==> config.mk <==
export PLATFORM = sky130hd
export DESIGN_NAME = lsu_mem_master
export DESIGN_NICKNAME = d
export VERILOG_FILES = /design/src/rtl/lsu_mem_master.sv
export SDC_FILE = /design/constraint.sdc
export NUM_CORES = 1
export LEC_CHECK = 0
export ABC_AREA = 1
export CAP_MARGIN = 10
export CORE_MARGIN = 1
export CORE_UTILIZATION = 35
export DETAILED_ROUTE_END_ITERATION = 10
export SLEW_MARGIN = 20
export SYNTH_ARGS = -nofsm -noshare
export SYNTH_HDL_FRONTEND = slang
export SYNTH_SLANG_ARGS = --single-unit
==> constraint.sdc <==
create_clock -name clk -period 9.6 [get_ports clk]
set_clock_uncertainty 0.15 [all_clocks]
set_input_delay 1.92 -clock clk [delete_from_list [all_inputs] [get_ports clk]]
set_output_delay 1.92 -clock clk [all_outputs]
set_load 0.02 [all_outputs]
==> src/rtl/lsu_mem_master.sv <==
// Load/store initiator for a word-indexed single-port data memory (byte/half/word, RMW sub-word stores).
// Build option: define LSU_MISALIGN_CHECK_EN to reject misaligned half/word requests instead of aligning them.
module lsu_mem_master #(
    parameter int MEM_WORDS = 1024
) (
    input  logic        clk,
    input  logic        rst,
    input  logic        req_valid,
    output logic        req_ready,
    input  logic        req_we,
    input  logic [1:0]  req_size,
    input  logic        req_unsigned,
    input  logic [31:0] req_addr,
    input  logic [31:0] req_wdata,
    output logic        resp_valid,
    output logic [31:0] resp_rdata,
    output logic        resp_err,
    output logic        mem_we,
    output logic [31:0] mem_a,
    output logic [31:0] mem_wd,
    input  logic [31:0] mem_rd
);

    typedef enum logic [2:0] {IDLE, RD, RMW_RD, WR, RESP} state_t;

    localparam logic [31:0] MEM_WORDS_W = 32'(MEM_WORDS);

    state_t      state_q, state_d;
    logic [31:0] addr_q, wdata_q, word_q;
    logic [1:0]  size_q;
    logic        we_q, uns_q, err_q;

    logic        accept, acc_err, misalign;
    logic [31:0] acc_addr, merged, ld_ext;
    logic [7:0]  ld_byte;
    logic [15:0] ld_half;

    assign accept = req_valid && req_ready;

    always_comb begin
        acc_addr = req_addr;
        misalign = 1'b0;
`ifdef LSU_MISALIGN_CHECK_EN
        misalign = (req_size == 2'b01 && req_addr[0]) ||
                   (req_size == 2'b10 && req_addr[1:0] != 2'b00);
`else
        if (req_size == 2'b01) acc_addr[0] = 1'b0;
        else if (req_size == 2'b10) acc_addr[1:0] = 2'b00;
`endif
        acc_err = (req_size == 2'b11) || ({2'b00, req_addr[31:2]} >= MEM_WORDS_W) || misalign;
    end

    always_ff @(posedge clk or posedge rst) begin
        if (rst) begin
            state_q <= IDLE;
            addr_q  <= '0;
            wdata_q <= '0;
            word_q  <= '0;
            size_q  <= '0;
            we_q    <= 1'b0;
            uns_q   <= 1'b0;
            err_q   <= 1'b0;
        end else begin
            state_q <= state_d;
            if (accept) begin
                addr_q  <= acc_addr;
                wdata_q <= req_wdata;
                size_q  <= req_size;
                we_q    <= req_we;
                uns_q   <= req_unsigned;
                err_q   <= acc_err;
            end
            if (state_q == RD || state_q == RMW_RD) word_q <= mem_rd;
        end
    end

    // Sub-word store: splice the new lane into the word read during RMW_RD
    always_comb begin
        merged = word_q;
        case (size_q)
            2'b00: begin
                case (addr_q[1:0])
                    2'b00:   merged[7:0]   = wdata_q[7:0];
                    2'b01:   merged[15:8]  = wdata_q[7:0];
                    2'b10:   merged[23:16] = wdata_q[7:0];
                    default: merged[31:24] = wdata_q[7:0];
                endcase
            end
            2'b01: begin
                if (addr_q[1]) merged[31:16] = wdata_q[15:0];
                else           merged[15:0]  = wdata_q[15:0];
            end
            default: merged = wdata_q;
        endcase
    end

    always_comb begin
        case (addr_q[1:0])
            2'b00:   ld_byte = word_q[7:0];
            2'b01:   ld_byte = word_q[15:8];
            2'b10:   ld_byte = word_q[23:16];
            default: ld_byte = word_q[31:24];
        endcase
        ld_half = addr_q[1] ? word_q[31:16] : word_q[15:0];
        case (size_q)
            2'b00:   ld_ext = uns_q ? {24'h0, ld_byte} : {{24{ld_byte[7]}}, ld_byte};
            2'b01:   ld_ext = uns_q ? {16'h0, ld_half} : {{16{ld_half[15]}}, ld_half};
            default: ld_ext = word_q;
        endcase
    end

    always_comb begin
        state_d    = state_q;
        req_ready  = 1'b0;
        resp_valid = 1'b0;
        mem_we     = 1'b0;
        mem_wd     = '0;
        case (state_q)
            IDLE: begin
                req_ready = 1'b1;
                if (req_valid) begin
                    if (acc_err)                state_d = RESP;
                    else if (!req_we)           state_d = RD;
                    else if (req_size == 2'b10) state_d = WR;
                    else                        state_d = RMW_RD;
                end
            end
            RD:     state_d = RESP;
            RMW_RD: state_d = WR;
            WR: begin
                mem_we  = 1'b1;
                mem_wd  = merged;
                state_d = RESP;
            end
            RESP: begin
                resp_valid = 1'b1;
                state_d    = IDLE;
            end
            default: state_d = IDLE;
        endcase
    end

    assign mem_a      = {2'b00, addr_q[31:2]};
    assign resp_err   = (state_q == RESP) && err_q;
    assign resp_rdata = (state_q == RESP && !err_q && !we_q) ? ld_ext : 32'h0;

endmodule

==> results.yml <==
sta:
  finalHoldViolations: 0
  grt_setup_unrepaired: "no"
  tns_ns: 0
  slew-limit-headroom_pct: 28.5
  fmax_ghz: 0.180
  drv_slew: 0
  period_minus_slack_ns: 5.55
  min_period_over_period_pct: 57.8
  worst_slew_pin_slew_ns: 1.07
  setup_viol: 0
synth:
  async_reset_ff_share_pct: 100
  synth-main-ff-cell: "dfrtp_1"
  seq_area_frac_synth_pct: 41.5
  synthesis.instances: 868
  synth_cell_types: 31
  syn_avg_cell_area_um2: 7.23
  syn_area_mm2: 0.00627
  synth_edf_count: 0
  yosys_register_bits: 104
  yosys_warnings: 0
run_status:
  status: "finished, final reports clean"
worst_setup_path:
  path_max_fanout: 30
  worstSetupStartpoint: "size_q[1]"
  r2r_end: "wdata_q[9]"
  startpoint_type: "register"
  critPathKind: "register to output port"
  r2r-start: "state_q[0]"
  arrival_ns: 3.48
  r2r_cells: 8
  cp.required_ns: 7.53
  cp_slowest_stage_delay_ns: 0.70
  r2r_slack_ns: 6.67
  path_cells: "nor2_4, inv_2, a21oi_4, nand3_4, a21oi_1, clkdlybuf4s50_1"
  slowest_stage: "nor2_4"
  endpoint_kind: "output port"
cts:
  cts_sinks: 104
  cts_tree: "built"
  clock-root-buffer: "clkbuf_16"
  clk_latency_ns: 0.36
  clkTransAtPathRegs_ns: 0.08
  cts_setup_buffers: 0
  cts-resized-gates: 0
  clockBufferDepth: 2
  cts_buffers: 9
  cts_hold_buf: 0
  htreeDepth: 3
global_routing:
  grtUsageTotal_pct: 23.9
  gr-total-overflow: 0
  grt_pass1_wl_um: 33100
  grt_pass1_vias: 5818
  grt_max_degree: 74
  antenna_found_initial: 0
floorplan:
  num_rows: 48
  initial_core_util_pct: 36.0
  placeableCoreArea_mm2: 0.0174
  die_w_um: 136
  pin_count: 203
  die_area_mm2: 0.0185
  die_y_um: 136
detailed_routing:
  vias_per_cell: 4.97
  drt_pass1_iterations: 6
  drc: 0
  ant_nets: 0
  drt-wirelength-per-cell_um: 17.4
  routed_wl_um: 21400
  vias: 6127
  drt_iter0_drc: 539
cells_and_area:
  fillers: 1801
  antenna_cells: 0
  fin_nets: 1106
  regArea_mm2: 0.00260
  final_layout_size_suffix_gt1_share_pct: 6.35
  final_core_util_pct: 48.1
  syn_to_final_growth_pct: 33.5
  multi_input_area_mm2: 0.00282
worst_hold_path:
  min_from: "addr_q[27]"
  whs_path_depth: 2
  min_to: "addr_q[27]"
  hold_class: "register to register"
placement:
  portBuffers: 200
  gp_congestion: 0.922
  hpwl_um: 15700
pwr:
  p_per_area_mw_per_mm2: 284
  vdd_drop_max_v: 0.000145
  p_leak_uw: 0.00371
job:
  maxCapViolations: 0
-- worst max-delay path: cells and delay by family (launching register included) --
family,cells,cell delay [ns]
compound gates,2,0.54
buf+inv,2,0.80
flops,1,0.68
simple gates,2,1.07
-- cells in the final DEF (no fill, tap or decap), types with 4 or more instances in the layout --
master	instances
clkdlybuf4s50_1	200
a31oi_1	13
nand4_1	4
clkbuf_16	9
o22ai_1	5
nand2_1	305
o21ai_0	112
buf_4	5
a21oi_1	37
o2111ai_1	9
o211ai_1	19
a21oi_2	20
dfrtp_1	104
inv_2	8
nor2_1	30
o21ai_1	5
nand3_1	17
inv_1	80
-- synthesized netlist by cell type, types with 2 or more instances --
cell type | instances | area (um2)
nand2_1 | 305 | 1140
o21ai_0 | 112 | 561
dfrtp_1 | 104 | 2600
inv_1 | 81 | 304
a21oi_1 | 37 | 185
buf_4 | 36 | 270
nor2_1 | 30 | 113
buf_2 | 26 | 130
a21oi_2 | 20 | 175
o211ai_1 | 19 | 143
nand3_1 | 17 | 85.1
a31oi_1 | 13 | 81.3
clkbuf_1 | 13 | 48.8
o2111ai_1 | 9 | 78.8
inv_2 | 8 | 30.0
buf_6 | 7 | 78.8
o21ai_1 | 5 | 25.0
o22ai_1 | 5 | 31.3
nand4_1 | 4 | 25.0
nand2_2 | 3 | 18.8
a21oi_4 | 2 | 32.5
nand3_2 | 2 | 20.0
nor2_4 | 2 | 22.5
-- cell type report --
class	instances	share of cell area, %
flip-flops and latches	104	31.1
well taps	225	3.36
inverters	90	4.09
repair buffers	205	24.3
clock inverters	7	0.836
multi-input cells	593	33.6
clock buffers	9	2.69
-- through the flow --
stage	instance area, um2	instances	power [uW]	setup WS (ns)	hold slack [ns]
after floorplan	6280	869	1640	4.80	0.299
after global placement	8080	1217	2000	4.51	0.312
after detailed placement	8080	1217	2000	4.44	0.314
after CTS	8380	1233	2380	4.03	0.338
after global routing	8380	1233	2550	3.88	0.361
final	8380	1233	2380	4.05	0.334
-- worst max path at each step --
stage | to | slack (ns) | depth (start not counted)
floorplan | addr_q[0] | 4.80 | 1
global placement | resp_rdata[31] | 4.51 | 6
detailed placement | resp_rdata[31] | 4.44 | 6
CTS | resp_rdata[31] | 4.03 | 6
global route | resp_rdata[31] | 3.88 | 6
finish | resp_rdata[31] | 4.05 | 6
-- where the power goes --
group	leakage (uW)	switching, uW	total [uW]	internal (uW)
Combinational	0.00232	756	1200	443
Clock	0.000147	191	375	185
Sequential	0.00124	194	804	610
-- routing by layer --
layer	up-vias	global-route usage, %	share of wire (%)
met5	-	0	0
met4	0	7.84	2.2
met3	31	6.00	8.4
met2	249	34.3	42
met1	2812	34.6	48
li1	3035	-	-
-- sequential cells by signal, indices dropped and copies added (netlist names) --
register,cells
word_q,32
uns_q,1
state_q,3
err_q,1
addr_q,32
size_q,2
wdata_q,32
we_q,1
-- logic make-up (layout without fill, tap and decap cells) --
logic type             Yosys count  after routing  share of synthesized area [%]
AND/OR/NAND/NOR                366            366                           23.3
other                            1              2                         0.0598
AO/OA/AOI/OAI                  225            225                           21.3
flip-flops                     104            104                           41.5
buffers and inverters          172            311                           13.8
(Power assumes the default switching activity.)
